**config.mk**
```make
export PLATFORM = sky130hd
export DESIGN_NAME = axi_wr_slave_bridge_flat
export DESIGN_NICKNAME = d
export VERILOG_FILES = /design/src/rtl/axi_wr_slave_bridge_pkg.sv /design/src/rtl/axi_wr_slave_bridge_if.sv /design/src/rtl/axi_wr_slave_bridge_sync_fifo.sv /design/src/rtl/axi_wr_slave_bridge.sv /design/src/flat_wrapper.sv
export SDC_FILE = /design/constraint.sdc
export NUM_CORES = 1
export LEC_CHECK = 0
export ABC_AREA = 1
export CAP_MARGIN = 10
export CORE_AREA = 5 5 225 227
export DETAILED_ROUTE_END_ITERATION = 12
export DIE_AREA = 0 0 230 232
export GPL_TIMING_DRIVEN = 0
export MAX_ROUTING_LAYER = met4
export PLACE_DENSITY = 0.77
export SETUP_SLACK_MARGIN = 0.15
export SYNTH_ARGS = -nofsm -noshare
export SYNTH_HDL_FRONTEND = slang
export SYNTH_SLANG_ARGS = --single-unit
```
**constraint.sdc**
```tcl
create_clock -name ACLK -period 6.7 [get_ports ACLK]
set_input_delay 1.34 -clock ACLK [delete_from_list [all_inputs] [get_ports ACLK]]
set_output_delay 1.34 -clock ACLK [all_outputs]
set_load 0.01 [all_outputs]
```
**src/rtl/axi_wr_slave_bridge_pkg.sv**
```systemverilog
// Shared types and default widths for the AXI write-channel slave of the AXI-to-I2C bridge.
// Optional build macro: AXI_WR_STRB_EN (adds WSTRB / cmd_strb byte strobes).
package axi_i2c_pkg;

  localparam int unsigned ADDR_WIDTH_DEF = 32;
  localparam int unsigned DATA_WIDTH_DEF = 32;
  localparam int unsigned FIFO_DEPTH_DEF = 8;
  localparam int unsigned LEN_W          = 8;
  localparam int unsigned SIZE_W         = 3;
  localparam int unsigned BURST_W        = 2;
  localparam int unsigned CNT_W          = 9;

  typedef enum logic [1:0] {
    FIXED = 2'b00,
    INCR  = 2'b01
  } burst_t;

  typedef enum logic [1:0] {
    OKAY   = 2'b00,
    SLVERR = 2'b10
  } resp_t;

  typedef enum logic [1:0] {
    IDLE,
    DATA,
    WAIT_RSP,
    RESP
  } wr_state_t;

  // Largest AWSIZE a data bus of the given width can carry.
  function automatic logic [SIZE_W-1:0] max_size(input int unsigned data_width);
    return SIZE_W'($clog2(data_width / 8));
  endfunction

endpackage

```
**src/rtl/axi_wr_slave_bridge_if.sv**
```systemverilog
// AXI write address / data / response channels as seen by the bridge.
// Optional build macro: AXI_WR_STRB_EN (adds WSTRB).
interface axi_wr_slave_bridge_if
  import axi_i2c_pkg::*;
#(
  parameter int unsigned ADDR_WIDTH = ADDR_WIDTH_DEF,
  parameter int unsigned DATA_WIDTH = DATA_WIDTH_DEF
) ();

  logic                    AWVALID;
  logic                    AWREADY;
  logic [ADDR_WIDTH-1:0]   AWADDR;
  logic [LEN_W-1:0]        AWLEN;
  logic [SIZE_W-1:0]       AWSIZE;
  logic [BURST_W-1:0]      AWBURST;
  logic                    WVALID;
  logic                    WREADY;
  logic [DATA_WIDTH-1:0]   WDATA;
  logic                    WLAST;
`ifdef AXI_WR_STRB_EN
  logic [DATA_WIDTH/8-1:0] WSTRB;
`endif
  logic                    BVALID;
  logic                    BREADY;
  logic [1:0]              BRESP;

  modport master (
    output AWVALID, AWADDR, AWLEN, AWSIZE, AWBURST,
    output WVALID, WDATA, WLAST,
`ifdef AXI_WR_STRB_EN
    output WSTRB,
`endif
    output BREADY,
    input  AWREADY, WREADY, BVALID, BRESP
  );

  modport slave (
    input  AWVALID, AWADDR, AWLEN, AWSIZE, AWBURST,
    input  WVALID, WDATA, WLAST,
`ifdef AXI_WR_STRB_EN
    input  WSTRB,
`endif
    input  BREADY,
    output AWREADY, WREADY, BVALID, BRESP
  );

endinterface

```
**src/rtl/axi_wr_slave_bridge_sync_fifo.sv**
```systemverilog
// Single-clock FIFO with registered flags and a one-cycle lookahead full indication.
module sync_fifo #(
  parameter int unsigned WIDTH = 8,
  parameter int unsigned DEPTH = 8
) (
  input  logic             clk,
  input  logic             rst_n,
  input  logic             i_push,
  input  logic [WIDTH-1:0] i_wdata,
  input  logic             i_pop,
  output logic [WIDTH-1:0] o_rdata,
  output logic             o_full,
  output logic             o_empty,
  output logic             o_full_nxt_c
);

  localparam int unsigned PTR_W = $clog2(DEPTH);
  localparam int unsigned CNT_W = PTR_W + 1;

  logic [WIDTH-1:0] r_mem [DEPTH];
  logic [PTR_W-1:0] r_wr_ptr;
  logic [PTR_W-1:0] r_rd_ptr;
  logic [CNT_W-1:0] r_count;
  logic             r_full;
  logic             r_empty;

  logic             w_pop;
  logic             w_push;
  logic [CNT_W-1:0] w_count_nxt;

  // Pop needs data; push into a full FIFO is only allowed when a pop frees a slot.
  assign w_pop        = i_pop && !r_empty;
  assign w_push       = i_push && (!r_full || w_pop);
  assign w_count_nxt  = r_count + CNT_W'(w_push) - CNT_W'(w_pop);
  assign o_full_nxt_c = (w_count_nxt == CNT_W'(DEPTH));

  assign o_rdata = r_mem[r_rd_ptr];
  assign o_full  = r_full;
  assign o_empty = r_empty;

  // Pointers, occupancy and flags.
  always_ff @(posedge clk or negedge rst_n) begin
    if (!rst_n) begin
      r_wr_ptr <= '0;
      r_rd_ptr <= '0;
      r_count  <= '0;
      r_full   <= 1'b0;
      r_empty  <= 1'b1;
    end else begin
      if (w_push) r_wr_ptr <= r_wr_ptr + PTR_W'(1);
      if (w_pop)  r_rd_ptr <= r_rd_ptr + PTR_W'(1);
      r_count <= w_count_nxt;
      r_full  <= o_full_nxt_c;
      r_empty <= (w_count_nxt == '0);
    end
  end

  // Storage array; contents need no reset because the flags gate visibility.
  always_ff @(posedge clk) begin
    if (w_push) r_mem[r_wr_ptr] <= i_wdata;
  end

endmodule

```
**src/rtl/axi_wr_slave_bridge.sv**
```systemverilog
// AXI write-channel slave: takes one AW + W burst at a time, queues per-beat
// {addr, data, last} commands for the I2C engine and returns one B per burst.
// Optional build macro: AXI_WR_STRB_EN (WSTRB in, cmd_strb out; all-zero strobe beats are dropped).
module axi_wr_slave_bridge
  import axi_i2c_pkg::*;
#(
  parameter int unsigned ADDR_WIDTH = ADDR_WIDTH_DEF,
  parameter int unsigned DATA_WIDTH = DATA_WIDTH_DEF,
  parameter int unsigned FIFO_DEPTH = FIFO_DEPTH_DEF
) (
  input  logic                    ACLK,
  input  logic                    ARESETn,
  axi_wr_slave_bridge_if.slave    s_axi,
  output logic                    cmd_valid,
  input  logic                    cmd_ready,
  output logic [ADDR_WIDTH-1:0]   cmd_addr,
  output logic [DATA_WIDTH-1:0]   cmd_data,
  output logic                    cmd_last,
`ifdef AXI_WR_STRB_EN
  output logic [DATA_WIDTH/8-1:0] cmd_strb,
`endif
  input  logic                    rsp_valid,
  input  logic                    rsp_nack
);

  localparam int unsigned STRB_W     = DATA_WIDTH / 8;
  localparam logic [SIZE_W-1:0] MAX_SIZE_L = max_size(DATA_WIDTH);
`ifdef AXI_WR_STRB_EN
  localparam int unsigned FIFO_W     = ADDR_WIDTH + DATA_WIDTH + 1 + STRB_W;
`else
  localparam int unsigned FIFO_W     = ADDR_WIDTH + DATA_WIDTH + 1;
`endif

  wr_state_t             r_state;
  logic                  r_awready;
  logic                  r_wready;
  logic                  r_bvalid;
  resp_t                 r_bresp;
  logic [ADDR_WIDTH-1:0] r_addr;
  logic [LEN_W-1:0]      r_len;
  logic [SIZE_W-1:0]     r_size;
  logic                  r_incr;
  logic                  r_legal;
  logic                  r_err;
  logic [CNT_W-1:0]      r_beat_cnt;
  logic [CNT_W-1:0]      r_push_cnt;
  logic [CNT_W-1:0]      r_rsp_cnt;

  wr_state_t             w_state_nxt;
  logic                  w_awready_nxt;
  logic                  w_wready_nxt;
  logic                  w_bvalid_nxt;
  resp_t                 w_bresp_nxt;
  logic [ADDR_WIDTH-1:0] w_addr_nxt;
  logic [LEN_W-1:0]      w_len_nxt;
  logic [SIZE_W-1:0]     w_size_nxt;
  logic                  w_incr_nxt;
  logic                  w_legal_nxt;
  logic                  w_err_nxt;
  logic [CNT_W-1:0]      w_beat_nxt;
  logic [CNT_W-1:0]      w_push_cnt_nxt;
  logic [CNT_W-1:0]      w_rsp_cnt_nxt;

  logic                  w_aw_hs;
  logic                  w_w_hs;
  logic                  w_aw_legal;
  logic                  w_strb_ok;
  logic                  w_push;
  logic                  w_pop;
  logic                  w_rsp_acc;
  logic [CNT_W-1:0]      w_len_p1;
  logic [FIFO_W-1:0]     w_fifo_wdata;
  logic [FIFO_W-1:0]     w_fifo_rdata;
  logic                  w_fifo_full;
  logic                  w_fifo_empty;
  logic                  w_fifo_full_nxt;

  assign s_axi.AWREADY = r_awready;
  assign s_axi.WREADY  = r_wready;
  assign s_axi.BVALID  = r_bvalid;
  assign s_axi.BRESP   = r_bresp;

  // Channel handshakes; the full term is a guard, WREADY is already low when full.
  assign w_aw_hs = (r_state == IDLE) && r_awready && s_axi.AWVALID;
  assign w_w_hs  = (r_state == DATA) && r_wready && s_axi.WVALID && !w_fifo_full;

  // A burst is serviceable only for FIXED/INCR with a size that fits the data bus.
  assign w_aw_legal = ((s_axi.AWBURST == FIXED) || (s_axi.AWBURST == INCR)) &&
                      (s_axi.AWSIZE <= MAX_SIZE_L);

`ifdef AXI_WR_STRB_EN
  assign w_strb_ok    = |s_axi.WSTRB;
  assign w_fifo_wdata = {r_addr, s_axi.WDATA, s_axi.WLAST, s_axi.WSTRB};
  assign {cmd_addr, cmd_data, cmd_last, cmd_strb} = w_fifo_rdata;
`else
  assign w_strb_ok    = 1'b1;
  assign w_fifo_wdata = {r_addr, s_axi.WDATA, s_axi.WLAST};
  assign {cmd_addr, cmd_data, cmd_last} = w_fifo_rdata;
`endif

  assign w_push    = w_w_hs && r_legal && w_strb_ok;
  assign cmd_valid = !w_fifo_empty;
  assign w_pop     = cmd_valid && cmd_ready;
  assign w_len_p1  = CNT_W'(r_len) + CNT_W'(1);

  // Engine results count only while beats can be outstanding; surplus pulses are dropped.
  assign w_rsp_acc = ((r_state == DATA) || (r_state == WAIT_RSP)) && rsp_valid &&
                     (r_rsp_cnt != r_push_cnt);

  sync_fifo #(
    .WIDTH (FIFO_W),
    .DEPTH (FIFO_DEPTH)
  ) u_cmd_fifo (
    .clk          (ACLK),
    .rst_n        (ARESETn),
    .i_push       (w_push),
    .i_wdata      (w_fifo_wdata),
    .i_pop        (w_pop),
    .o_rdata      (w_fifo_rdata),
    .o_full       (w_fifo_full),
    .o_empty      (w_fifo_empty),
    .o_full_nxt_c (w_fifo_full_nxt)
  );

  // Next state, burst bookkeeping and next values of the registered channel outputs.
  always_comb begin
    w_state_nxt    = r_state;
    w_addr_nxt     = r_addr;
    w_len_nxt      = r_len;
    w_size_nxt     = r_size;
    w_incr_nxt     = r_incr;
    w_legal_nxt    = r_legal;
    w_err_nxt      = r_err;
    w_beat_nxt     = r_beat_cnt;
    w_push_cnt_nxt = r_push_cnt;
    w_rsp_cnt_nxt  = r_rsp_cnt;
    w_awready_nxt  = 1'b0;
    w_wready_nxt   = 1'b0;
    w_bvalid_nxt   = 1'b0;
    w_bresp_nxt    = OKAY;

    case (r_state)
      IDLE: begin
        if (w_aw_hs) begin
          w_addr_nxt     = s_axi.AWADDR;
          w_len_nxt      = s_axi.AWLEN;
          w_size_nxt     = s_axi.AWSIZE;
          w_incr_nxt     = (s_axi.AWBURST == INCR);
          w_legal_nxt    = w_aw_legal;
          w_err_nxt      = 1'b0;
          w_beat_nxt     = '0;
          w_push_cnt_nxt = '0;
          w_rsp_cnt_nxt  = '0;
          w_state_nxt    = DATA;
        end
      end
      DATA: begin
        if (w_w_hs) begin
          w_beat_nxt = r_beat_cnt + CNT_W'(1);
          if (w_push) w_push_cnt_nxt = r_push_cnt + CNT_W'(1);
          if (!r_legal) w_err_nxt = 1'b1;
          if (r_incr) w_addr_nxt = r_addr + (ADDR_WIDTH'(1) << r_size);
          if (s_axi.WLAST) begin
            if (w_beat_nxt != w_len_p1) w_err_nxt = 1'b1;
            w_state_nxt = WAIT_RSP;
          end
        end
      end
      WAIT_RSP: begin
        if (r_rsp_cnt == r_push_cnt) w_state_nxt = RESP;
      end
      RESP: begin
        if (s_axi.BREADY && r_bvalid) w_state_nxt = IDLE;
      end
      default: w_state_nxt = IDLE;
    endcase

    if (w_rsp_acc) begin
      w_rsp_cnt_nxt = r_rsp_cnt + CNT_W'(1);
      if (rsp_nack) w_err_nxt = 1'b1;
    end

    w_awready_nxt = (w_state_nxt == IDLE);
    w_wready_nxt  = (w_state_nxt == DATA) && !w_fifo_full_nxt;
    w_bvalid_nxt  = (w_state_nxt == RESP);
    if ((w_state_nxt == RESP) && w_err_nxt) w_bresp_nxt = SLVERR;
  end

  // State, burst context and registered channel outputs.
  always_ff @(posedge ACLK or negedge ARESETn) begin
    if (!ARESETn) begin
      r_state    <= IDLE;
      r_awready  <= 1'b0;
      r_wready   <= 1'b0;
      r_bvalid   <= 1'b0;
      r_bresp    <= OKAY;
      r_addr     <= '0;
      r_len      <= '0;
      r_size     <= '0;
      r_incr     <= 1'b0;
      r_legal    <= 1'b0;
      r_err      <= 1'b0;
      r_beat_cnt <= '0;
      r_push_cnt <= '0;
      r_rsp_cnt  <= '0;
    end else begin
      r_state    <= w_state_nxt;
      r_awready  <= w_awready_nxt;
      r_wready   <= w_wready_nxt;
      r_bvalid   <= w_bvalid_nxt;
      r_bresp    <= w_bresp_nxt;
      r_addr     <= w_addr_nxt;
      r_len      <= w_len_nxt;
      r_size     <= w_size_nxt;
      r_incr     <= w_incr_nxt;
      r_legal    <= w_legal_nxt;
      r_err      <= w_err_nxt;
      r_beat_cnt <= w_beat_nxt;
      r_push_cnt <= w_push_cnt_nxt;
      r_rsp_cnt  <= w_rsp_cnt_nxt;
    end
  end

endmodule

```
**src/flat_wrapper.sv**
```systemverilog
// flat-port wrapper written by rule: the top's interface ports become plain ports
module axi_wr_slave_bridge_flat import axi_i2c_pkg::*;
#(
  parameter int unsigned ADDR_WIDTH = ADDR_WIDTH_DEF,
  parameter int unsigned DATA_WIDTH = DATA_WIDTH_DEF,
  parameter int unsigned FIFO_DEPTH = FIFO_DEPTH_DEF
)
  (ACLK, ARESETn, cmd_valid, cmd_ready, cmd_addr, cmd_data, cmd_last, rsp_valid, rsp_nack, s_axi_AWVALID, s_axi_AWADDR, s_axi_AWLEN, s_axi_AWSIZE, s_axi_AWBURST, s_axi_WVALID, s_axi_WDATA, s_axi_WLAST, s_axi_BREADY, s_axi_AWREADY, s_axi_WREADY, s_axi_BVALID, s_axi_BRESP);
  axi_wr_slave_bridge_if #(.ADDR_WIDTH(ADDR_WIDTH), .DATA_WIDTH(DATA_WIDTH)) s_axi_i ();
  input  logic ACLK;
  input  logic ARESETn;
  output logic cmd_valid;
  input  logic cmd_ready;
  output logic [ADDR_WIDTH-1:0] cmd_addr;
  output logic [DATA_WIDTH-1:0] cmd_data;
  output logic cmd_last;
  input  logic rsp_valid;
  input  logic rsp_nack;
  input wire logic [$bits(s_axi_i.AWVALID)-1:0] s_axi_AWVALID;
  input wire logic [$bits(s_axi_i.AWADDR)-1:0] s_axi_AWADDR;
  input wire logic [$bits(s_axi_i.AWLEN)-1:0] s_axi_AWLEN;
  input wire logic [$bits(s_axi_i.AWSIZE)-1:0] s_axi_AWSIZE;
  input wire logic [$bits(s_axi_i.AWBURST)-1:0] s_axi_AWBURST;
  input wire logic [$bits(s_axi_i.WVALID)-1:0] s_axi_WVALID;
  input wire logic [$bits(s_axi_i.WDATA)-1:0] s_axi_WDATA;
  input wire logic [$bits(s_axi_i.WLAST)-1:0] s_axi_WLAST;
  input wire logic [$bits(s_axi_i.BREADY)-1:0] s_axi_BREADY;
  output wire logic [$bits(s_axi_i.AWREADY)-1:0] s_axi_AWREADY;
  output wire logic [$bits(s_axi_i.WREADY)-1:0] s_axi_WREADY;
  output wire logic [$bits(s_axi_i.BVALID)-1:0] s_axi_BVALID;
  output wire logic [$bits(s_axi_i.BRESP)-1:0] s_axi_BRESP;
  assign s_axi_i.AWVALID = s_axi_AWVALID;
  assign s_axi_i.AWADDR = s_axi_AWADDR;
  assign s_axi_i.AWLEN = s_axi_AWLEN;
  assign s_axi_i.AWSIZE = s_axi_AWSIZE;
  assign s_axi_i.AWBURST = s_axi_AWBURST;
  assign s_axi_i.WVALID = s_axi_WVALID;
  assign s_axi_i.WDATA = s_axi_WDATA;
  assign s_axi_i.WLAST = s_axi_WLAST;
  assign s_axi_i.BREADY = s_axi_BREADY;
  assign s_axi_AWREADY = s_axi_i.AWREADY;
  assign s_axi_WREADY = s_axi_i.WREADY;
  assign s_axi_BVALID = s_axi_i.BVALID;
  assign s_axi_BRESP = s_axi_i.BRESP;
  axi_wr_slave_bridge #(.ADDR_WIDTH(ADDR_WIDTH), .DATA_WIDTH(DATA_WIDTH), .FIFO_DEPTH(FIFO_DEPTH)) u_core (.ACLK(ACLK), .ARESETn(ARESETn), .s_axi(s_axi_i), .cmd_valid(cmd_valid), .cmd_ready(cmd_ready), .cmd_addr(cmd_addr), .cmd_data(cmd_data), .cmd_last(cmd_last), .rsp_valid(rsp_valid), .rsp_nack(rsp_nack));
endmodule
```
### Word level (Yosys, flattened, before mapping)

Memory sizes are Yosys's and may differ from the RTL's.
Cells that the tools add are included.

| storage, ports and cells | value |
|---|---|
| output and inout bits | 71 |
| memories kept | 1 |
| register bits | 92 |
| RAM bits | 520 |

Memory list:

| memory | words | width | read ports | clocked after memory_dff | wr ports | RTL line | text |
|---|---|---|---|---|---|---|---|
| u_core.u_cmd_fifo.r_mem | 8 | 65 | 1 | 0 | 1 | axi_wr_slave_bridge_sync_fifo.sv:20 | `logic [WIDTH-1:0] r_mem [DEPTH];` |

| operators by class | value |
|---|---|
| eq/ne operators | 14 |
| mux-type cells | 29 |
| magnitude comparators | 1 |
| shift-type cells | 1 |
| $add $sub $neg | 9 |
| reduce and logical (&&, ||, !) cells | 33 |

Operators by type and width:

| kind | number |
|---|---|
| 2-to-1 mux 32 bit | 3 |
| one-hot mux 32 bit (2 select lines) | 1 |
| 2-to-1 mux 9 bit | 6 |
| one-hot mux 9 bit (2 select lines) | 2 |
| adder 32 bit | 1 |
| << shifter 1 x 3 -> 32 bit, first input constant | 1 |
| adder 9 x 1 -> 9 bit, second input constant | 3 |
| inequality test 9 bit | 2 |
| logical AND 1 bit | 15 |
| 2-to-1 mux 2 bit | 6 |
| adder 8 x 1 -> 9 bit, second input constant | 1 |
| equality test 9 bit | 1 |
| 2-to-1 mux 1 bit | 9 |
| one-hot mux 2 bit (4 select lines) | 1 |
| AND reduction 4 bit | 2 |
| adder 3 x 1 -> 3 bit, second input constant | 2 |
| equality test 2 x 1 -> 1 bit, second input constant | 3 |
| equality test 2 bit, second input constant | 3 |
| logical NOT 2 bit | 3 |
| inequality test 2 x 1 -> 1 bit, second input constant | 3 |
| nonzero test 2 bit | 3 |
| adder 4 x 1 -> 4 bit | 1 |
| equality test 4 bit, second input constant | 1 |
| logical NOT 4 bit | 1 |
| other kinds (8) | 13 |

### Longest topological paths before layout

| depth | value |
|---|---|
| depth after elaboration | 11 |
| mapped depth | 17 |
| gate-level depth less buffers | 17 |

### By module

Synthesis repeated with hierarchy kept, for this count alone.

| second synthesis, totals | value |
|---|---|
| cell total of the unflattened synthesis | 3,105 |
| area, all modules | 28,656.2 um^2 |

By module, submodules not included:

| module | area an instance (um^2) | seq. area each (um^2) | cells an instance | times used |
|---|---|---|---|---|
| sync_fifo | 23,233.5 | 15,916.5 | 2,335 | 1 |
| axi_wr_slave_bridge | 5,422.7 | 1,976.9 | 770 | 1 |

### Least setup slack after synthesis

OpenSTA, ideal clock, no wires.

| timing | value |
|---|---|
| path type | input to register |
| start | input s_axi_WVALID |
| end | memory u_core.u_cmd_fifo.r_mem[2][0] (netlist bit), enable pin |
| cell stages on the path | 5 |
| path buffers | 0 |
| data arrival time | 6.366 ns |
| path slack | -0.234 ns |
| data required time | 6.132 ns |
| cells stage by stage | nand3_4 > nor2_4 > inv_1 > or2_1 > nor3_1 |

| between the ends | value |
|---|---|
| longest elaborated chain between the ends | 6 |

RTL lines:

| what | RTL line | text |
|---|---|---|
| from (decl) | flat_wrapper.sv:24 | `input wire logic [$bits(s_axi_i.WVALID)-1:0] s_axi_WVALID;` |
| logical AND 1 bit (2 in a row) | axi_wr_slave_bridge.sv:85 | `assign w_w_hs = (r_state == DATA) && r_wready && s_axi.WVALID && !w_fifo_full;` |
| logical AND 1 bit | axi_wr_slave_bridge.sv:101 | `assign w_push = w_w_hs && r_legal && w_strb_ok;` |
| logical AND 1 bit | axi_wr_slave_bridge_sync_fifo.sv:33 | `assign w_push = i_push && (!r_full \|\| w_pop);` |
| 2-to-1 mux 1 bit | axi_wr_slave_bridge_sync_fifo.sv:60 | `if (w_push) r_mem[r_wr_ptr] <= i_wdata;` |
| 2-to-1 mux 1 bit (not written as such) | axi_wr_slave_bridge_sync_fifo.sv:60 |  |
| to (decl) | axi_wr_slave_bridge_sync_fifo.sv:20 |  |

Every way passes these cells.

### Worst setup path after layout

| timing | value |
|---|---|
| start | register u_core.u_cmd_fifo.r_rd_ptr[1] |
| end | output cmd_addr[16] |

| between the ends | value |
|---|---|
| longest elaborated chain between the ends | 1 |

RTL lines:

| what | RTL line | text |
|---|---|---|
| from (decl) | axi_wr_slave_bridge_sync_fifo.sv:22 | `logic [PTR_W-1:0] r_rd_ptr;` |
| from (signal assigned) | axi_wr_slave_bridge_sync_fifo.sv:51 | `if (w_pop) r_rd_ptr <= r_rd_ptr + PTR_W'(1);` |
| memory (8 x 65 bit) | -- |  |
| to (decl) | flat_wrapper.sv:14 | `output logic [ADDR_WIDTH-1:0] cmd_addr;` |

Every way passes these cells.

==> results.md <==
Route:
- Detailed routing inserted a total of approximately 19000 vias.
- The detailed-route DRC error count is 0.
- The number of search-and-repair iterations in the first detailed-routing pass is 8.
- In the final routed layout, each cell accounts on average for a little over 20 µm.
- The count of routing violations after the opening detailed-route iteration is about 2000.
- The detail route stage leaves a number of antenna-violating nets equal to 0.
- The number of vias per cell after detailed routing is slightly below 6.
- Wires add up to between 60000 and 70000 µm.

Logic synthesis:
- The synthesized design contains approximately 610 register bits.
- The post-synthesis sequential area ratio is about 69%.
- The total nets after synthesis is around 2400.
- The most instantiated flip-flop cell in the synthesis netlist is edfxtp_1.
- The synthesized design contains between 500 and 600 enable-type register cells.
- The number of distinct standard cells referenced by the synthesized netlist is 50.
- The proportion of synthesized flip-flops having asynchronous set or reset is between 10% and 20%.
- During synthesis, Yosys emitted a total of 0 warnings.
- The synthesized area is 0.0259 mm².
- The gate count after technology mapping is between 2000 and 2500.
- The synthesized area per cell is between 10 and 15 µm².

Hold path:
- The path with the worst hold slack has its endpoint at u_core.u_cmd_fifo.r_count[0]$_DFF_PN0_.
- Along the worst hold path, the cell count comes to 1.
- The worst hold path begins at u_core.u_cmd_fifo.r_count[0]$_DFF_PN0_.
- The min-delay analysis places its worst path in the category register to register.

Worst setup path:
- The startpoint of the worst-slack reg-to-reg timing path is u_core.r_state[1]$_DFF_PN0_.
- The combined buffer and inverter count along the critical path is 3.
- The worst setup path is captured at a primary output.
- The largest delay contributor family on the critical path is buffers and inverters.
- The critical path startpoint category is a register.
- The reg-to-reg critical path endpoint is u_core.u_cmd_fifo.r_mem[6][58]$_DFFE_PP_.
- For this run, the slowest stage of the critical path takes 0.73 ns.
- The maximum fanout count along the critical path is 10.
- The worst endpoint data arrival time is 3.96 ns.
- Walking the worst path, the cells encountered are clkbuf_1, clkbuf_1, o21ai_0, o22ai_1, nor2_1, a31oi_1, clkdlybuf4s50_1.
- The most numerous cell on the critical path is clkbuf_1.
- For the worst flop-to-flop path, the logic depth is 14.
- The setup path with the least slack is of type register to primary output.
- The critical-path cell with the highest stage delay is clkbuf_1.
- The worst path required time is 5.36 ns.
- The flop-to-flop setup slack is 2.85 ns.

STA:
- Setup violations remaining at the end of the flow were counted as 0.
- The count of final hold-check violations came to 0.
- The worst-case hold slack is just over 0.5 ns.
- The time the worst path needs with I/O delays and setup is ~5.3 ns.
- The share of the cycle needed by the critical path after routing is between 70% and 80%.
- Timing would allow up to around 190 MHz.
- The post-route clock skew is 0.0250 ns.
- Measured against its own limit, the worst slew margin works out to roughly 29%.
- For the pin with the worst max-slew slack, the measured transition is 1.06 ns.
- Setup repair after global routing left no endpoint under its margin.
- The number of max-slew violations in the final report came to 0.
- Across all setup checks in the final design, the least slack found is approximately 1.4 ns.

Clock network:
- In this run the post-CTS setup repair buffer count came out at 0.
- The number of clock buffers added by TritonCTS is 60.
- Clock latency on the worst-skew pair, taken at its later pin, is 0.63 ns.
- The sink count of the clock tree is 611.
- The cell at the root of the clock tree is clkbuf_16.
- TritonCTS built the clock tree.
- The clock passes through at most 3 buffers.
- Clock-pin slew was measured on the worst setup and hold paths at roughly 0.060 ns.
- Hold repair after CTS inserted 0 buffers.
- The number of gates resized after CTS is 0.
- CTS built an H-tree with a depth of 2.

Power:
- The design draws between 0.01 and 0.015 W.
- For this design the ratio of total power to cell area is around 440 mW/mm².
- The worst vdd rail ir drop is between 0.2 and 0.25 mV.
- The total leakage power is about 11 nW.

Placement:
- In this run the cell area measured after placement is slightly below 0.03 mm².
- Input and output buffers added on the ports amount to about 160.
- The congestion estimate from routability-driven global placement came to a little over 0.9.
- After legalization and detailed placement, the total HPWL measured between 40000 and 50000 µm.
- OpenSTA, run right after detailed placement, puts the worst setup slack at between 2 and 2.5 ns.

Die:
- From left edge to right edge, the die measures between 200 and 250 µm.
- The initial standard-cell utilization of the core is between 50 and 60%.
- The overall die area is between 0.05 and 0.06 mm².
- The area of the core region is slightly below 0.05 mm².
- The height of the die is 232 µm.
- The I/O pin count is about 160.
- The number of standard-cell rows in the floorplan is between 80 and 90.

Final layout:
- The post-route netlist has 6.64% of its cells at a drive strength greater than 1.
- The net count of the finished layout is roughly 2700.
- The fill cell instance count of the final layout is 3577.
- The number of antenna repair diodes is 0.
- Summing all multi-input logic gate instances after layout gives between 0.007 and 0.008 mm².
- The final design instance area without fill is 0.0308 mm².
- The sequential cells in the finished layout cover a total of approximately 0.018 mm².
- The area added between synthesis and finish is 19.0%.

Status:
- The flow ran to the end, and the final reports show no timing, DRC or antenna violations.

Global routing:
- The wire length of the first global-routing pass is 103000 µm.
- Global routing used between 20% and 30% of the available tracks across all layers.
- The pin count of the biggest net entering global routing is 48.
- The via count of the first global-routing pass is 18800.
- The number of antenna violations at the first check in global routing is 0.
- The aggregate global routing overflow is 0.

Run:
- The number of maximum-capacitance violations is 0.
==> final cells by class <==
| type | instances | area share [%] |
|---|---|---|
| tap | 622 | 2.53 |
| clock buffer | 83 | 5.32 |
| timing repair buffer | 190 | 6.86 |
| buffer | 117 | 1.53 |
| clock inverter | 30 | 1.08 |
| inverter | 115 | 1.42 |
| multi-input combinational | 1460 | 23.1 |
| sequential | 611 | 58.1 |
==> worst max path at each step <==
stage,cells after the start,start,end
2_1_floorplan,5,s_axi_WVALID,u_core.u_cmd_fifo.r_mem[0][0]$_DFFE_PP_
3_3_place_gp,6,s_axi_WVALID,u_core.u_cmd_fifo.r_mem[0][4]$_DFFE_PP_
3_5_place_dp,10,s_axi_WVALID,u_core.u_cmd_fifo.r_mem[6][2]$_DFFE_PP_
4_1_cts,8,u_core.u_cmd_fifo.r_rd_ptr[0]$_DFFE_PN0P_,cmd_addr[10]
5_1_grt,8,u_core.u_cmd_fifo.r_rd_ptr[1]$_DFFE_PN0P_,cmd_addr[30]
6_report,7,u_core.u_cmd_fifo.r_rd_ptr[1]$_DFFE_PN0P_,cmd_addr[16]
==> per-layer routing <==
metal	track usage (%)	vias to the layer above	part of all wire [%]
met1	33.0	9120	40
met3	4.15	156	9.1
met2	40.9	976	48
met5	-	-	0
li1	-	8644	-
met4	8.82	0	3.3
==> logic make-up (layout without fill, tap and decap cells) <==
group	count (synthesis)	in the layout	synth area share [%]
simple gates	878	878	13.8
flops	611	611	69.2
compound gates	521	521	11.1
buf+inv	232	535	3.51
xor+xnor	36	36	1.22
fa+ha+maj	24	24	1.22
other cells	1	1	0.0145
==> synth_stat cells (2+ instances only) <==
library cell  number  share of area [%]
nor2_1           531                7.7
edfxtp_1         520                 60
o21ai_0          322                6.2
nand2_1          225                3.3
inv_1            106                1.5
clkbuf_1          97                1.4
dfrtp_1           90                8.7
o22ai_1           76                1.8
a31oi_1           67                1.6
nand3_1           56                1.1
nor3_1            27               0.52
a21oi_1           26               0.50
xor2_1            25               0.85
ha_1              22                1.1
buf_2             14               0.27
nand4_1           13               0.31
xnor2_1           11               0.37
o211ai_1          10               0.29
inv_2              6              0.087
o21ai_1            6               0.12
nor2_4             5               0.22
nand2_4            4               0.17
and3_1             3              0.073
buf_1              3              0.044
nor4_1             3              0.073
o21bai_1           3              0.087
buf_4              2              0.058
fa_1               2               0.15
inv_4              2              0.048
nand3_2            2              0.077
o21a_1             2              0.058
o21ai_2            2              0.068
o31ai_1            2              0.058
or2_2              2              0.048
==> sequential cells by signal (all words and copies together), names as in the netlist, 2 cells and up <==
name	count
u_core.u_cmd_fifo.r_rd_ptr	3
u_core.r_state	2
u_core.r_addr	32
u_core.r_beat_cnt	9
u_core.u_cmd_fifo.r_wr_ptr	3
u_core.u_cmd_fifo.r_count	4
u_core.r_size	3
u_core.r_push_cnt	9
u_core.r_len	8
u_core.r_rsp_cnt	9
u_core.u_cmd_fifo.r_mem	520
==> per-stage QoR <==
| step | std cells | utilization, % | TNS [ns] |
|---|---|---|---|
| global placement | 3080 | 58.2 | -1114.85 |
| floorplan | 2303 | - | -45.55 |
| CTS | 3228 | 63.5 | 0 |
| finish | 3228 | 63.5 | 0 |
| detailed placement | 3115 | 59.5 | 0 |
| global route | 3228 | 63.5 | 0 |
==> power by group <==
part / internal, W / leakage (nW) / switching, W
Sequential: 0.00458 / 5.82 / 0.000454
Combinational: 0.00188 / 4.19 / 0.00334
Clock: 0.00194 / 0.959 / 0.00140
==> layout by cell type, fill, tap and decap left out, types with 9 or more instances in the layout <==
cell type,instances
clkbuf_1,115
a21oi_1,26
inv_1,106
ha_1,22
a31oi_1,67
o22ai_1,76
o211ai_1,10
clkbuf_16,60
buf_2,14
edfxtp_1,520
nor2_1,529
nor3_1,21
nand2_1,225
dfrtp_1,90
nand3_1,56
xor2_1,25
nand4_1,13
o21ai_0,322
clkinv_2,9
buf_6,16
clkinv_1,12
xnor2_1,11
clkdlybuf4s50_1,154
Note: power is estimated with default switching activity, not from simulation.
